--- src/rtl/video_timing_gen.sv ---
// Raster timing generator: hcnt/vcnt counters, sync/blank decode and a staged,
// frame-synchronous runtime configuration path with validity checking.
module video_timing_gen #(
    parameter int unsigned HW       = 12,
    parameter int unsigned VW       = 11,
    parameter int unsigned DEF_HA   = 1920,
    parameter int unsigned DEF_HFP  = 88,
    parameter int unsigned DEF_HS   = 44,
    parameter int unsigned DEF_HBP  = 148,
    parameter int unsigned DEF_VA   = 1080,
    parameter int unsigned DEF_VFP  = 4,
    parameter int unsigned DEF_VS   = 5,
    parameter int unsigned DEF_VBP  = 36,
    parameter int unsigned DEF_HPOL = 0,
    parameter int unsigned DEF_VPOL = 0
) (
    input  logic          clk,
    input  logic          reset,
    input  logic          enable,
    input  logic          cfg_load,
    input  logic [HW-1:0] cfg_ha,
    input  logic [HW-1:0] cfg_hfp,
    input  logic [HW-1:0] cfg_hs,
    input  logic [HW-1:0] cfg_hbp,
    input  logic [VW-1:0] cfg_va,
    input  logic [VW-1:0] cfg_vfp,
    input  logic [VW-1:0] cfg_vs,
    input  logic [VW-1:0] cfg_vbp,
    input  logic          cfg_hpol,
    input  logic          cfg_vpol,
    output logic [HW-1:0] hcnt,
    output logic [VW-1:0] vcnt,
    output logic          de,
    output logic          hsync,
    output logic          vsync,
    output logic          blank_n,
    output logic          sof,
    output logic          eol,
    output logic          cfg_pending,
    output logic          cfg_err
);

    localparam int unsigned HXW = HW + 2;
    localparam int unsigned VXW = VW + 2;
    localparam logic [HXW-1:0] H_MAX = HXW'((64'd1 << HW) - 64'd1);
    localparam logic [VXW-1:0] V_MAX = VXW'((64'd1 << VW) - 64'd1);

    typedef struct packed {
        logic [HW-1:0] ha;
        logic [HW-1:0] hfp;
        logic [HW-1:0] hs;
        logic [HW-1:0] hbp;
        logic [VW-1:0] va;
        logic [VW-1:0] vfp;
        logic [VW-1:0] vs;
        logic [VW-1:0] vbp;
        logic          hpol;
        logic          vpol;
    } timing_t;

    // Idle until the first enabled clock presents (0,0); never returns to idle except by reset.
    typedef enum logic {
        ST_IDLE,
        ST_RUN
    } state_t;

    localparam timing_t DEF_TIMING = '{
        ha:   HW'(DEF_HA),
        hfp:  HW'(DEF_HFP),
        hs:   HW'(DEF_HS),
        hbp:  HW'(DEF_HBP),
        va:   VW'(DEF_VA),
        vfp:  VW'(DEF_VFP),
        vs:   VW'(DEF_VS),
        vbp:  VW'(DEF_VBP),
        hpol: 1'(DEF_HPOL),
        vpol: 1'(DEF_VPOL)
    };

    function automatic logic [HXW-1:0] h_total(input timing_t t);
        return HXW'(t.ha) + HXW'(t.hfp) + HXW'(t.hs) + HXW'(t.hbp);
    endfunction

    function automatic logic [VXW-1:0] v_total(input timing_t t);
        return VXW'(t.va) + VXW'(t.vfp) + VXW'(t.vs) + VXW'(t.vbp);
    endfunction

    state_t         state_q, state_d;
    timing_t        shadow_q, shadow_d;
    timing_t        staging_q, staging_d;
    timing_t        cfg_in_c;
    logic           pending_d, err_d;
    logic [HW-1:0]  hcnt_d;
    logic [VW-1:0]  vcnt_d;
    logic           wrap_c;
    logic           cfg_valid_c;
    logic           h_end_c, v_end_c;
    logic [HXW-1:0] cfg_ht_c, cur_ht_c, nxt_ht_c;
    logic [VXW-1:0] cfg_vt_c, cur_vt_c;
    logic [HXW-1:0] nh_x_c, hs_start_c, hs_stop_c;
    logic [VXW-1:0] nv_x_c, vs_start_c, vs_stop_c;
    logic           de_d, hsync_d, vsync_d, sof_d, eol_d;

    // Incoming configuration and its legality check.
    always_comb begin
        cfg_in_c = '{
            ha: cfg_ha, hfp: cfg_hfp, hs: cfg_hs, hbp: cfg_hbp,
            va: cfg_va, vfp: cfg_vfp, vs: cfg_vs, vbp: cfg_vbp,
            hpol: cfg_hpol, vpol: cfg_vpol
        };
        cfg_ht_c    = h_total(cfg_in_c);
        cfg_vt_c    = v_total(cfg_in_c);
        cfg_valid_c = (cfg_ha  != '0) && (cfg_hfp != '0) && (cfg_hs  != '0) && (cfg_hbp != '0) &&
                      (cfg_va  != '0) && (cfg_vfp != '0) && (cfg_vs  != '0) && (cfg_vbp != '0) &&
                      (cfg_ht_c <= H_MAX) && (cfg_vt_c <= V_MAX);
    end

    // End-of-line/frame use >= so counters held past a freshly shrunk timing still wrap.
    always_comb begin
        cur_ht_c = h_total(shadow_q);
        cur_vt_c = v_total(shadow_q);
        h_end_c  = HXW'(hcnt) >= (cur_ht_c - HXW'(1));
        v_end_c  = VXW'(vcnt) >= (cur_vt_c - VXW'(1));
    end

    // Next position, state and configuration bookkeeping.
    always_comb begin
        state_d   = state_q;
        hcnt_d    = hcnt;
        vcnt_d    = vcnt;
        shadow_d  = shadow_q;
        staging_d = staging_q;
        pending_d = cfg_pending;
        err_d     = cfg_err;
        wrap_c    = 1'b0;

        if (enable) begin
            state_d = ST_RUN;
            if (state_q == ST_IDLE) begin
                hcnt_d = '0;
                vcnt_d = '0;
                wrap_c = 1'b1;
            end else if (h_end_c) begin
                hcnt_d = '0;
                if (v_end_c) begin
                    vcnt_d = '0;
                    wrap_c = 1'b1;
                end else begin
                    vcnt_d = vcnt + VW'(1);
                end
            end else begin
                hcnt_d = hcnt + HW'(1);
            end

            // Wrap consumes the old staging before a coincident load replaces it.
            if (wrap_c && cfg_pending) begin
                shadow_d  = staging_q;
                pending_d = 1'b0;
            end
            if (cfg_load) begin
                if (cfg_valid_c) begin
                    staging_d = cfg_in_c;
                    pending_d = 1'b1;
                    err_d     = 1'b0;
                end else begin
                    err_d = 1'b1;
                end
            end
        end else if (cfg_load) begin
            if (cfg_valid_c) begin
                shadow_d  = cfg_in_c;
                staging_d = cfg_in_c;
                pending_d = 1'b0;
                err_d     = 1'b0;
            end else begin
                err_d = 1'b1;
            end
        end
    end

    // Output decode against the position and timing that take effect this edge.
    always_comb begin
        nh_x_c     = HXW'(hcnt_d);
        nv_x_c     = VXW'(vcnt_d);
        nxt_ht_c   = h_total(shadow_d);
        hs_start_c = HXW'(shadow_d.ha) + HXW'(shadow_d.hfp);
        hs_stop_c  = hs_start_c + HXW'(shadow_d.hs);
        vs_start_c = VXW'(shadow_d.va) + VXW'(shadow_d.vfp);
        vs_stop_c  = vs_start_c + VXW'(shadow_d.vs);

        de_d    = 1'b0;
        sof_d   = 1'b0;
        eol_d   = 1'b0;
        hsync_d = ~shadow_d.hpol;
        vsync_d = ~shadow_d.vpol;

        if (enable) begin
            de_d  = (nh_x_c < HXW'(shadow_d.ha)) && (nv_x_c < VXW'(shadow_d.va));
            sof_d = (hcnt_d == '0) && (vcnt_d == '0);
            eol_d = nh_x_c == (nxt_ht_c - HXW'(1));
            if ((nh_x_c >= hs_start_c) && (nh_x_c < hs_stop_c)) begin
                hsync_d = shadow_d.hpol;
            end
            if ((nv_x_c >= vs_start_c) && (nv_x_c < vs_stop_c)) begin
                vsync_d = shadow_d.vpol;
            end
        end
    end

    always_ff @(posedge clk or negedge reset) begin
        if (!reset) begin
            state_q     <= ST_IDLE;
            shadow_q    <= DEF_TIMING;
            staging_q   <= DEF_TIMING;
            hcnt        <= '0;
            vcnt        <= '0;
            de          <= 1'b0;
            blank_n     <= 1'b0;
            hsync       <= ~DEF_TIMING.hpol;
            vsync       <= ~DEF_TIMING.vpol;
            sof         <= 1'b0;
            eol         <= 1'b0;
            cfg_pending <= 1'b0;
            cfg_err     <= 1'b0;
        end else begin
            state_q     <= state_d;
            shadow_q    <= shadow_d;
            staging_q   <= staging_d;
            hcnt        <= hcnt_d;
            vcnt        <= vcnt_d;
            de          <= de_d;
            blank_n     <= de_d;
            hsync       <= hsync_d;
            vsync       <= vsync_d;
            sof         <= sof_d;
            eol         <= eol_d;
            cfg_pending <= pending_d;
            cfg_err     <= err_d;
        end
    end

endmodule

--- config.mk ---
export PLATFORM = sky130hd
export DESIGN_NAME = video_timing_gen
export DESIGN_NICKNAME = d
export VERILOG_FILES = /design/src/rtl/video_timing_gen.sv
export SDC_FILE = /design/constraint.sdc
export NUM_CORES = 1
export LEC_CHECK = 0
export BUFFER_PORTS_ARGS = -buffer_cell sky130_fd_sc_hd__buf_2
export CAP_MARGIN = 10
export CORE_ASPECT_RATIO = 2
export CORE_MARGIN = 2
export CORE_UTILIZATION = 40
export DETAILED_ROUTE_END_ITERATION = 8
export PLACE_DENSITY_LB_ADDON = 0.05
export SLEW_MARGIN = 40
export SYNTH_ARGS = -nofsm -noshare
export SYNTH_HDL_FRONTEND = slang
export SYNTH_SLANG_ARGS = --single-unit
--- constraint.sdc ---
create_clock -name clk -period 26.3 [get_ports clk]
set_input_delay 1.315 -clock clk [delete_from_list [all_inputs] [get_ports clk]]
set_output_delay 1.315 -clock clk [all_outputs]
set_load 0.02 [all_outputs]
==> results of run 1 <==
## sequential cells by signal, summed over array words and instances (netlist names)
| name | flops |
|---|---|
| cfg_err | 1 |
| cfg_pending | 1 |
| sof | 1 |
| vsync | 1 |
| shadow_q | 94 |
| state_q | 1 |
| vcnt | 11 |
| blank_n | 1 |
| staging_q | 94 |
| hcnt | 12 |
| eol | 1 |
| hsync | 1 |
## critical path, delay by kind of cell, from the launching register on
kind,cells,cell delay [ns]
buffers and inverters,8,1.37
AND/OR/NAND/NOR,9,2.11
adder cells (fa/ha/maj),8,2.93
XOR/XNOR,2,0.29
AO/OA/AOI/OAI,20,4.38
flip-flops,1,0.53
multiplexers,3,0.77
## per-layer routing
metal  up-vias  GRT usage, %  part of all wire (%)
met1      8053          27.0                    32
met4         2          16.1                   6.9
li1       7637             -                     -
met2       380          56.7                    58
met5         -             0                 0.018
met3       135          1.85                   2.9
## final cells by class
cell class	count	area share (%)
Timing Repair Buffer	153	3.96
Clock inverter	11	0.677
Inverter	331	5.65
Sequential cell	219	25.2
Clock buffer	35	3.20
Tap cell	643	3.66
Multi-Input combinational cell	1515	57.7
## cells by family after synthesis
group / after synthesis
buf+inv: 408
xor+xnor: 86
flops: 219
compound gates: 515
mux: 107
fa+ha+maj: 332
simple gates: 475
## metrics by stage
stage	setup WS, ns	hold slack (ns)
floorplan	16.19	0.473
global placement	13.87	0.470
detailed placement	13.78	0.478
CTS	13.74	0.494
global route	12.71	0.517
finish	13.68	0.486
## worst paths after layout
path | to | slack (ns)
min in group asynchronous | staging_q[78] | 0.67
max in group asynchronous | shadow_q[14] | 23.69
hold reg to reg | cfg_err | 0.49
setup reg to reg | eol | 13.68
setup / recovery | eol | 13.68
hold / removal | cfg_err | 0.49
## layout by cell type, fill, tap and decap left out, types with 22 or more instances in the layout
master     instances
inv_1            330
ha_1             236
dfrtp_1          173
nand2_1          130
buf_2            126
a21oi_1          121
nor2_1           121
mux2_2            95
fa_1              95
a211oi_1          75
a21o_1            71
o21ai_0           60
xnor2_1           48
nor2b_1           46
dfstp_2           46
a31oi_1           42
xor2_1            38
nand3_1           35
nor4_1            26
clkbuf_16         25
nor3_1            23
buf_4             22
==> out/summary.txt, run 1 <==
Most instantiated cells after synthesis -> 330 x inv_1, 236 x ha_1, 173 x dfrtp_1, 130 x nand2_1
CTS tree -> built
Slew headroom -> 40.7%
GPL Wtd Cong -> 0.875
First-pass GRT wire length -> 106 mm
Hold-fix buffers, CTS -> 0
Setup crit start kind -> flop
WP data arrival -> 13.07 ns
Number of DRC markers in iteration 0 -> 950
Crit end category -> flop
Final routed DRC violation total -> 0
Crit Path Class -> reg -> reg
Compound-Gate Fraction of Synth Area -> 17.7%
Crit path launch -> shadow_q[60]
CTS Buffer Depth -> 3
Max incr delay on CP -> 0.55 ns
Synth top area cells -> dfrtp_1 22%, ha_1 15%, fa_1 9.6%
Post-Synthesis Cells -> 2142
Post-synth EDFFs -> 0
Seq. cell area -> 0.00554 sq mm
Total wire length -> 71.0 mm
Seq cells post-synth -> 219
YS warnings -> 0
Syn Nets -> 2571
Slew @ Worst Pin -> 0.880 ns
RR Startpoint -> shadow_q[60]
Grt ovf -> 0
Critical path's slowest cell -> fa_1
Ys async rst share -> 100%
Finished Cell Area -> 0.0220 sq mm
Unique masters post-synth -> 89
Pin count of the biggest net entering global routing -> 99
DR vias -> 16207
DP Cell Count -> 2860
# IOs -> 129
Share of layout cells above drive strength 1 -> 16.4%
Core area -> 0.0491 sq mm
R2R depth -> 50
Total CTS buffers -> 25
Max-cap check violation count -> 0
All-Layer GR Usage -> 28.0%
Most frequent cell after synthesis -> inv_1
Port bufs -> 128
# rows -> 115
Worst hold stages -> 2
Finished Core Util -> 44.8%
Synth Area in Adders -> 24.6%
Main combinational cell family by area after synthesis -> adder cells
Worst min path class -> reg -> reg
Filler Cell Count -> 4877
Insertion delay to the later sink of the worst-skew pair -> 0.58 ns
Initial antenna violation count -> 1
Detail Placement HPWL -> 57.5 mm
Status -> complete, no violations
Cell Area, Placed -> 0.0211 sq mm
Synth top area share -> 21.9%
Worst-path maximum fanout -> 42
CTS clk-pin slew, worst paths -> 0.06 ns
DR WL/cell -> 24.4 microns
Setup Skew -> 0.0190 ns
RSZ-0062 raised after global routing -> false
Die area -> 0.0514 sq mm
Vias per cell -> 5.58
Post-synthesis mux area share -> 6.01%
CTS root buffer -> clkbuf_16
Post-CTS Setup Bufs -> 0
Seq/Total Area, Yosys -> 28.0%
# setup viols final -> 0
Diode count -> 0
Simple-gate area share of the yosys netlist -> 11.9%
Area occupied by multi-input gates -> 0.0127 sq mm
Layout Cells excl Fill -> 2907
Cts repair resizes -> 0
Fmax -> 0.0793 GHz
Req. time, crit path -> 26.76 ns
Slew Limit Fails -> 0
Post-Synthesis Mean Instance Area -> 9.24 sq um
Endpoints failing hold -> 0
Cell Area, Synth -> 0.0198 sq mm
Detailed Routing Iterations Pass 1 -> 7
CTS H-tree lvls -> 1
Tmin final -> 12.62 ns
Post-Synth XOR/XNOR Area -> 3.80%
Initial Utilization -> 40.4%
Primary FF master, synth -> dfrtp_1
Post-synth top area cell -> dfrtp_1
Hold Startpoint -> cfg_err
Post-route ant nets -> 0
Die X -> 161 microns
Setup TNS Final -> 0 ns
Fin crit share -> 48.0%
Nets -> 2674
Layout area overhead -> 11.1%
# clock sinks -> 219
Vias in the first global route -> 16858
Die Y -> 319 microns
Power of run 1 is left out: the tool's default activity adds up to more than one toggle a clock period on the data nets, which glitch-free logic cannot reach.
==> inputs of run 2 (changes only) <==
Clock period 26.3 ns to 10.9 ns, I/O delays scaled along.
==> run 2 against run 1 <==
Register-to-register slack worse by 13 ns. Critical endpoint is now vsync. Hold slack worse by 0.27 ns. Die area unchanged. Non-clock buffer count up 46. Clock skew down 0.0029 ns. Global-route usage up 0.43 points.
==> out/summary.txt, run 2 (same netlist as run 1, synthesis figures left out) <==
Status -> complete, no violations
CTS tree -> built
WP data arrival -> 10.73 ns (-2.34 ns)
Met2 usage -> 57.9% (+1.1 points)
Post-route ant nets -> 0 (unchanged)
Setup crit start kind -> flop
Slew headroom -> 41.3% (+0.61 points)
DR vias -> 16376 (+1.0%)
Crit Path Class -> reg -> reg
Finished Core Util -> 46.2% (+1.3 points)
Die area -> 0.0514 sq mm (unchanged)
Pre-CTS setup slack -> -0.0507 ns (-13.83 ns)
Layout area overhead -> 14.4%
CTS clk-pin slew, worst paths -> 0.07 ns (about the same)
Worst min path class -> in -> reg
Critical path's slowest cell -> fa_1
Diode count -> 0 (unchanged)
Fmax -> 0.0976 GHz (+23%)
First-pass GRT wire length -> 108 mm (+1.2%)
Grt ovf -> 0 (unchanged)
Met1 usage -> 25.9% (-1.1 points)
Max incr delay on CP -> 0.51 ns (-0.04 ns)
Total wire length -> 72.9 mm (+2.7%)
Layout Cells excl Fill -> 2953 (+1.6%)
# clock sinks -> 219 (unchanged)
Insertion delay to the later sink of the worst-skew pair -> 0.58 ns (about the same)
Hold Crit Endpoint -> cfg_err
Die Y -> 319 microns (unchanged)
Fin crit share -> 94.0% (+46 points)
Most Used Layer, Global Route -> met2
Seq. cell area -> 0.00554 sq mm (unchanged)
R2R depth -> 45 (-10%)
Share of layout cells above drive strength 1 -> 19.7% (+3.3 points)
Setup Skew -> 0.0161 ns (-0.00293 ns)
RR Startpoint -> shadow_q[59]
Area occupied by multi-input gates -> 0.0130 sq mm (+2.2%)
Req. time, crit path -> 11.38 ns (-15.38 ns)
DR WL/cell -> 24.7 microns (+1.1%)
Total CTS buffers -> 25 (unchanged)
Initial Utilization -> 40.4% (unchanged)
# rows -> 115 (unchanged)
Most frequent cells in the layout -> 328 x inv_1, 228 x ha_1, 173 x dfrtp_1, 128 x nand2_1, 126 x buf_2
Pin count of the biggest net entering global routing -> 114 (+15%)
Detailed Routing Iterations Pass 1 -> 5 (-2)
Tmin final -> 10.24 ns (-2.37 ns)
Crit end category -> flop
Most used cell, CP -> ha_1
GRT met3 Usage -> 2.19% (+0.34 points)
Endpoints failing hold -> 0 (unchanged)
Worst hold stages -> 3 (+1)
Flop2flop setup slack -> 0.66 ns (-13.03 ns)
Core area -> 0.0491 sq mm (unchanged)
# IOs -> 129 (unchanged)
Largest regs -> shadow_q: 94 flops, staging_q: 94 flops, hcnt: 12 flops
Vias in the first global route -> 17172 (+1.9%)
Worst r2r dst -> vsync
Worst-path maximum fanout -> 44 (+4.8%)
CTS H-tree lvls -> 1 (unchanged)
Hold Startpoint -> cfg_load
CTS Buffer Depth -> 3 (unchanged)
Initial antenna violation count -> 0 (-1)
Number of DRC markers in iteration 0 -> 881 (-7.3%)
Crit path buf inv count -> 5 (-3)
Port bufs -> 128 (unchanged)
Detail Placement HPWL -> 59.0 mm (+2.6%)
Final routed DRC violation total -> 0 (unchanged)
Most common cell after layout, fill and taps aside -> inv_1
DP Cell Count -> 2889 (+1.0%)
All-Layer GR Usage -> 28.4% (+0.43 points)
Vias per cell -> 5.55 (-0.53%)
Slew @ Worst Pin -> 0.876 ns (-0.00398 ns)
Max-cap check violation count -> 0 (unchanged)
GPL Wtd Cong -> 0.886 (+1.2%)
Nets -> 2720 (+1.7%)
CTS root buffer -> clkbuf_16
Slew Limit Fails -> 0 (unchanged)
Final setup margin -> 0.656 ns (-13.03 ns)
Critical path's top delay family -> compound AO/OA/AOI/OAI gates
Die X -> 161 microns (unchanged)
# setup viols final -> 0 (unchanged)
Filler Cell Count -> 4829 (-0.98%)
-- run 2: cell types whose count changed in the layout (fill, tap and decap cells not counted), sizes merged --
cell and change:
buf +44, clkbuf +5, clkinv -5, clkinvlp +1
dlygate4sd3 +1
-- run 2: tightest hold or removal path: stages --
cell and delay, ns:
buf_2 0.10, nor2_1 0.05, nor2_1 0.07
-- run 2: routing by layer --
layer,share of wire [%],vias up
met4,8.3,0
met2,58,361
li1,-,7736
met3,2.7,162
met1,32,8117
met5,0,-
-- run 2: worst max-delay path by stage --
stage                       from    end  slack [ns]  depth (start not counted)
floorplan           shadow_q[48]    eol        0.79                         49
global placement     shadow_q[4]    eol        0.04                         46
detailed placement   shadow_q[4]    eol       -0.05                         49
CTS                 shadow_q[59]    eol       0.004                         52
global route        shadow_q[59]  vsync      -0.002                         45
finish              shadow_q[59]  vsync        0.66                         45
-- run 2: final cells by class --
cell class	count	area share (%)
Inverter	331	5.48
Tap cell	643	3.55
Clock inverter	7	0.580
Sequential cell	219	24.4
Timing Repair Buffer	199	5.60
Multi-Input combinational cell	1515	57.2
Clock buffer	39	3.13
-- run 2: per-stage QoR --
| stage | instance area (sq um) | TNS, ns | hold slack [ns] |
|---|---|---|---|
| 6_report | 22700 | 0 | 0.219 |
| 5_1_grt | 22700 | -0.00240 | 0.230 |
| 4_1_cts | 22200 | 0 | 0.0340 |
| 3_5_place_dp | 21400 | -0.0507 | 0.485 |
| 3_3_place_gp | 21300 | 0 | 0.472 |
| 2_1_floorplan | 19800 | 0 | 0.249 |
-- run 2: timing repair --
item / in CTS / in global routing
pin swaps: 1 / 33
gates resized for setup: 3 / 59
gates cloned: 0 / 1
hold buffers: 0 / 1
setup buffers: 2 / 13
endpoints found under the hold margin: 0 / 27
endpoints found under the setup margin: 1 / 3
Power of run 2 is left out for the same reason.
==> inputs of run 3 (changes only) <==
Settings changed: ABC_AREA set to 1.
==> run 3 against run 2 <==
Non-clock buffer count decreased by 41. Utilization decreased by 1.4 points. Clock skew is 0.019 ns higher. First-iteration DRC count increased by 38%. Synthesized cell count rose by 23%. Fmax is 2.2% higher. Count of clock-buffer cells in the layout is 1 higher. Area after synthesis up 1.3%. Die area rose by 1.3%. Highest routed layer is now met5. Flip-flop and latch count did not move. Largest cell class unchanged. Wire length grew 4.2%.
==> out/summary.txt, run 3 <==
Final routed DRC violation total -> 0 (unchanged)
Nets -> 3169 (+17%)
Post-route ant nets -> 0 (unchanged)
Number of DRC markers in iteration 0 -> 1215 (+38%)
Grt ovf -> 0 (unchanged)
RSZ-0062 raised after global routing -> false
CTS Buffer Depth -> 3 (unchanged)
# rows -> 116 (+0.87%)
Detail Placement HPWL -> 62.1 mm (+5.2%)
First-pass GRT wire length -> 114 mm (+5.8%)
Critical path's slowest cell -> fa_1
WP data arrival -> 10.52 ns (-0.21 ns)
Initial Utilization -> 40.3% (-0.061 points)
CTS root buffer -> clkbuf_16
Initial antenna violation count -> 2 (+2)
Post-synth top area cell -> dfrtp_1
Pre-CTS setup slack -> 0.728 ns (+0.779 ns)
Post-CTS Setup Bufs -> 0 (-2)
Primary FF master, synth -> dfrtp_1
Setup crit start kind -> flop
Synth top area share -> 21.6% (-0.28 points)
# IOs -> 129 (unchanged)
Min Hold Slack -> 0.225 ns (+0.00539 ns)
Post-Synthesis Cells -> 2633 (+23%)
Fmax -> 0.0998 GHz (+2.2%)
DR vias -> 18107 (+11%)
Slew @ Worst Pin -> 0.911 ns (+0.0349 ns)
All-Layer GR Usage -> 29.6% (+1.1 points)
Cell Area, Synth -> 0.0201 sq mm (+1.3%)
Layout area overhead -> 11.1%
Syn Nets -> 3062 (+19%)
DR WL/cell -> 22.3 microns (-9.8%)
Die X -> 162 microns (+0.64%)
YS warnings -> 0 (unchanged)
Most instantiated cells after synthesis -> 542 x inv_1, 528 x nand2_1, 236 x ha_1, 173 x dfrtp_1, 161 x o21ai_0
Setup Skew -> 0.0349 ns (+0.0189 ns)
Max-cap check violation count -> 0 (unchanged)
GPL Wtd Cong -> 0.919 (+3.8%)
Endpoints failing hold -> 0 (unchanged)
Status -> complete, no violations
Seq/Total Area, Yosys -> 27.6% (-0.36 points)
Setup TNS Final -> 0 ns (unchanged)
Ys async rst share -> 100% (unchanged)
Largest regs -> shadow_q: 94 flops, staging_q: 94 flops, hcnt: 12 flops
Synth top area cells -> dfrtp_1 22%, ha_1 15%, inv_1 10%
Most frequent cells in the layout -> 540 x inv_1, 526 x nand2_1, 236 x ha_1, 172 x dfrtp_1, 157 x o21ai_0
Die area -> 0.0521 sq mm (+1.3%)
Req. time, crit path -> 11.39 ns (about the same)
Worst-path maximum fanout -> 32 (-27%)
Final setup margin -> 0.879 ns (+0.223 ns)
Total wire length -> 76.0 mm (+4.2%)
Port bufs -> 128 (unchanged)
Most common cell after layout, fill and taps aside -> inv_1
Crit Path Class -> reg -> reg
Post-synth EDFFs -> 0 (unchanged)
Vias in the first global route -> 18683 (+8.8%)
Insertion delay to the later sink of the worst-skew pair -> 0.57 ns (about the same)
Worst min path class -> in -> reg
Max incr delay on CP -> 0.49 ns (-0.02 ns)
Tmin final -> 10.02 ns (-0.223 ns)
Detailed Routing Iterations Pass 1 -> 6 (+1)
CTS clk-pin slew, worst paths -> 0.07 ns (about the same)
Die Y -> 321 microns (+0.64%)
Slew headroom -> 38.6% (-2.7 points)
Pin count of the biggest net entering global routing -> 87 (-24%)
CTS H-tree lvls -> 1 (unchanged)
Crit end category -> flop
Core area -> 0.0498 sq mm (+1.5%)
Post-Synthesis Mean Instance Area -> 7.62 sq um (-18%)
Most frequent cell after synthesis -> inv_1
# clock sinks -> 219 (unchanged)
Unique masters post-synth -> 51 (-43%)
Share of layout cells above drive strength 1 -> 9.79% (-10 points)
Seq cells post-synth -> 219 (unchanged)
# setup viols final -> 0 (unchanged)
Vias per cell -> 5.31 (-4.2%)
Fin crit share -> 91.9% (-2.0 points)
Slew Limit Fails -> 0 (unchanged)
CTS tree -> built
Total CTS buffers -> 25 (unchanged)
run 3: kinds of logic (layout without fill, tap and decap cells):
group,after synthesis,in the layout,share of synthesized area [%]
buffers and inverters,624,750,12.0
DFF,219,219,27.6
xor gates and xnor gates,68,68,2.97
adders and majority gates,331,331,24.2
other,0,2,0
AOI/OAI and AO/OA,480,480,13.8
and+or+nand+nor,911,911,19.5
run 3: timing repair:
action	in CTS	in global routing
resized for setup	0	3
setup endpoints to repair	0	1
endpoints found under the hold margin	44	0
hold buffers	1	0
run 3: metrics by stage:
step | area, sq um | std cells | utilization (%)
finish | 22300 | 3410 | 44.8
global route | 22300 | 3408 | 44.8
CTS | 22300 | 3408 | 44.8
detailed placement | 21500 | 3361 | 43.1
global placement | 21400 | 3357 | 43.0
floorplan | 20100 | 2633 | -
run 3: routing by layer:
metal | vias to the layer above | part of all wire, % | track usage, %
met4 | 4 | 8.6 | 20.6
met5 | - | 0.038 | 0
met2 | 424 | 55 | 57.5
li1 | 8723 | - | -
met1 | 8785 | 33 | 29.2
met3 | 171 | 3.1 | 1.94
run 3: final timing paths:
path                          startpoint            end  slack [ns]  depth (start not counted)
setup / recovery            shadow_q[59]            eol        0.88                         53
hold / removal                  cfg_vpol   staging_q[0]        0.22                          3
setup reg to reg            shadow_q[59]            eol        0.88                         53
hold reg to reg            staging_q[40]  staging_q[40]        0.47                          2
max in group asynchronous          reset          hsync        8.90                          5
min in group asynchronous          reset  staging_q[77]        0.54                          2
run 3: critical path, delay by kind of cell (launching register included):
family | cells | cell delay [ns]
xor+xnor | 5 | 0.82
flops | 1 | 0.38
buf+inv | 8 | 1.08
fa+ha+maj | 10 | 3.47
simple gates | 24 | 2.98
compound gates | 6 | 1.18
run 3: final cells by class:
class                      count  area (sq um)
antenna                        2          5.00
clock inverter                 6          72.6
sequential                   219          5540
inverter                     546          2050
fill                        5144         27500
timing repair buffer         158           933
multi-input combinational   1790         12100
tap                          649           812
clock buffer                  40           732
Power of run 3 is left out for the same reason.
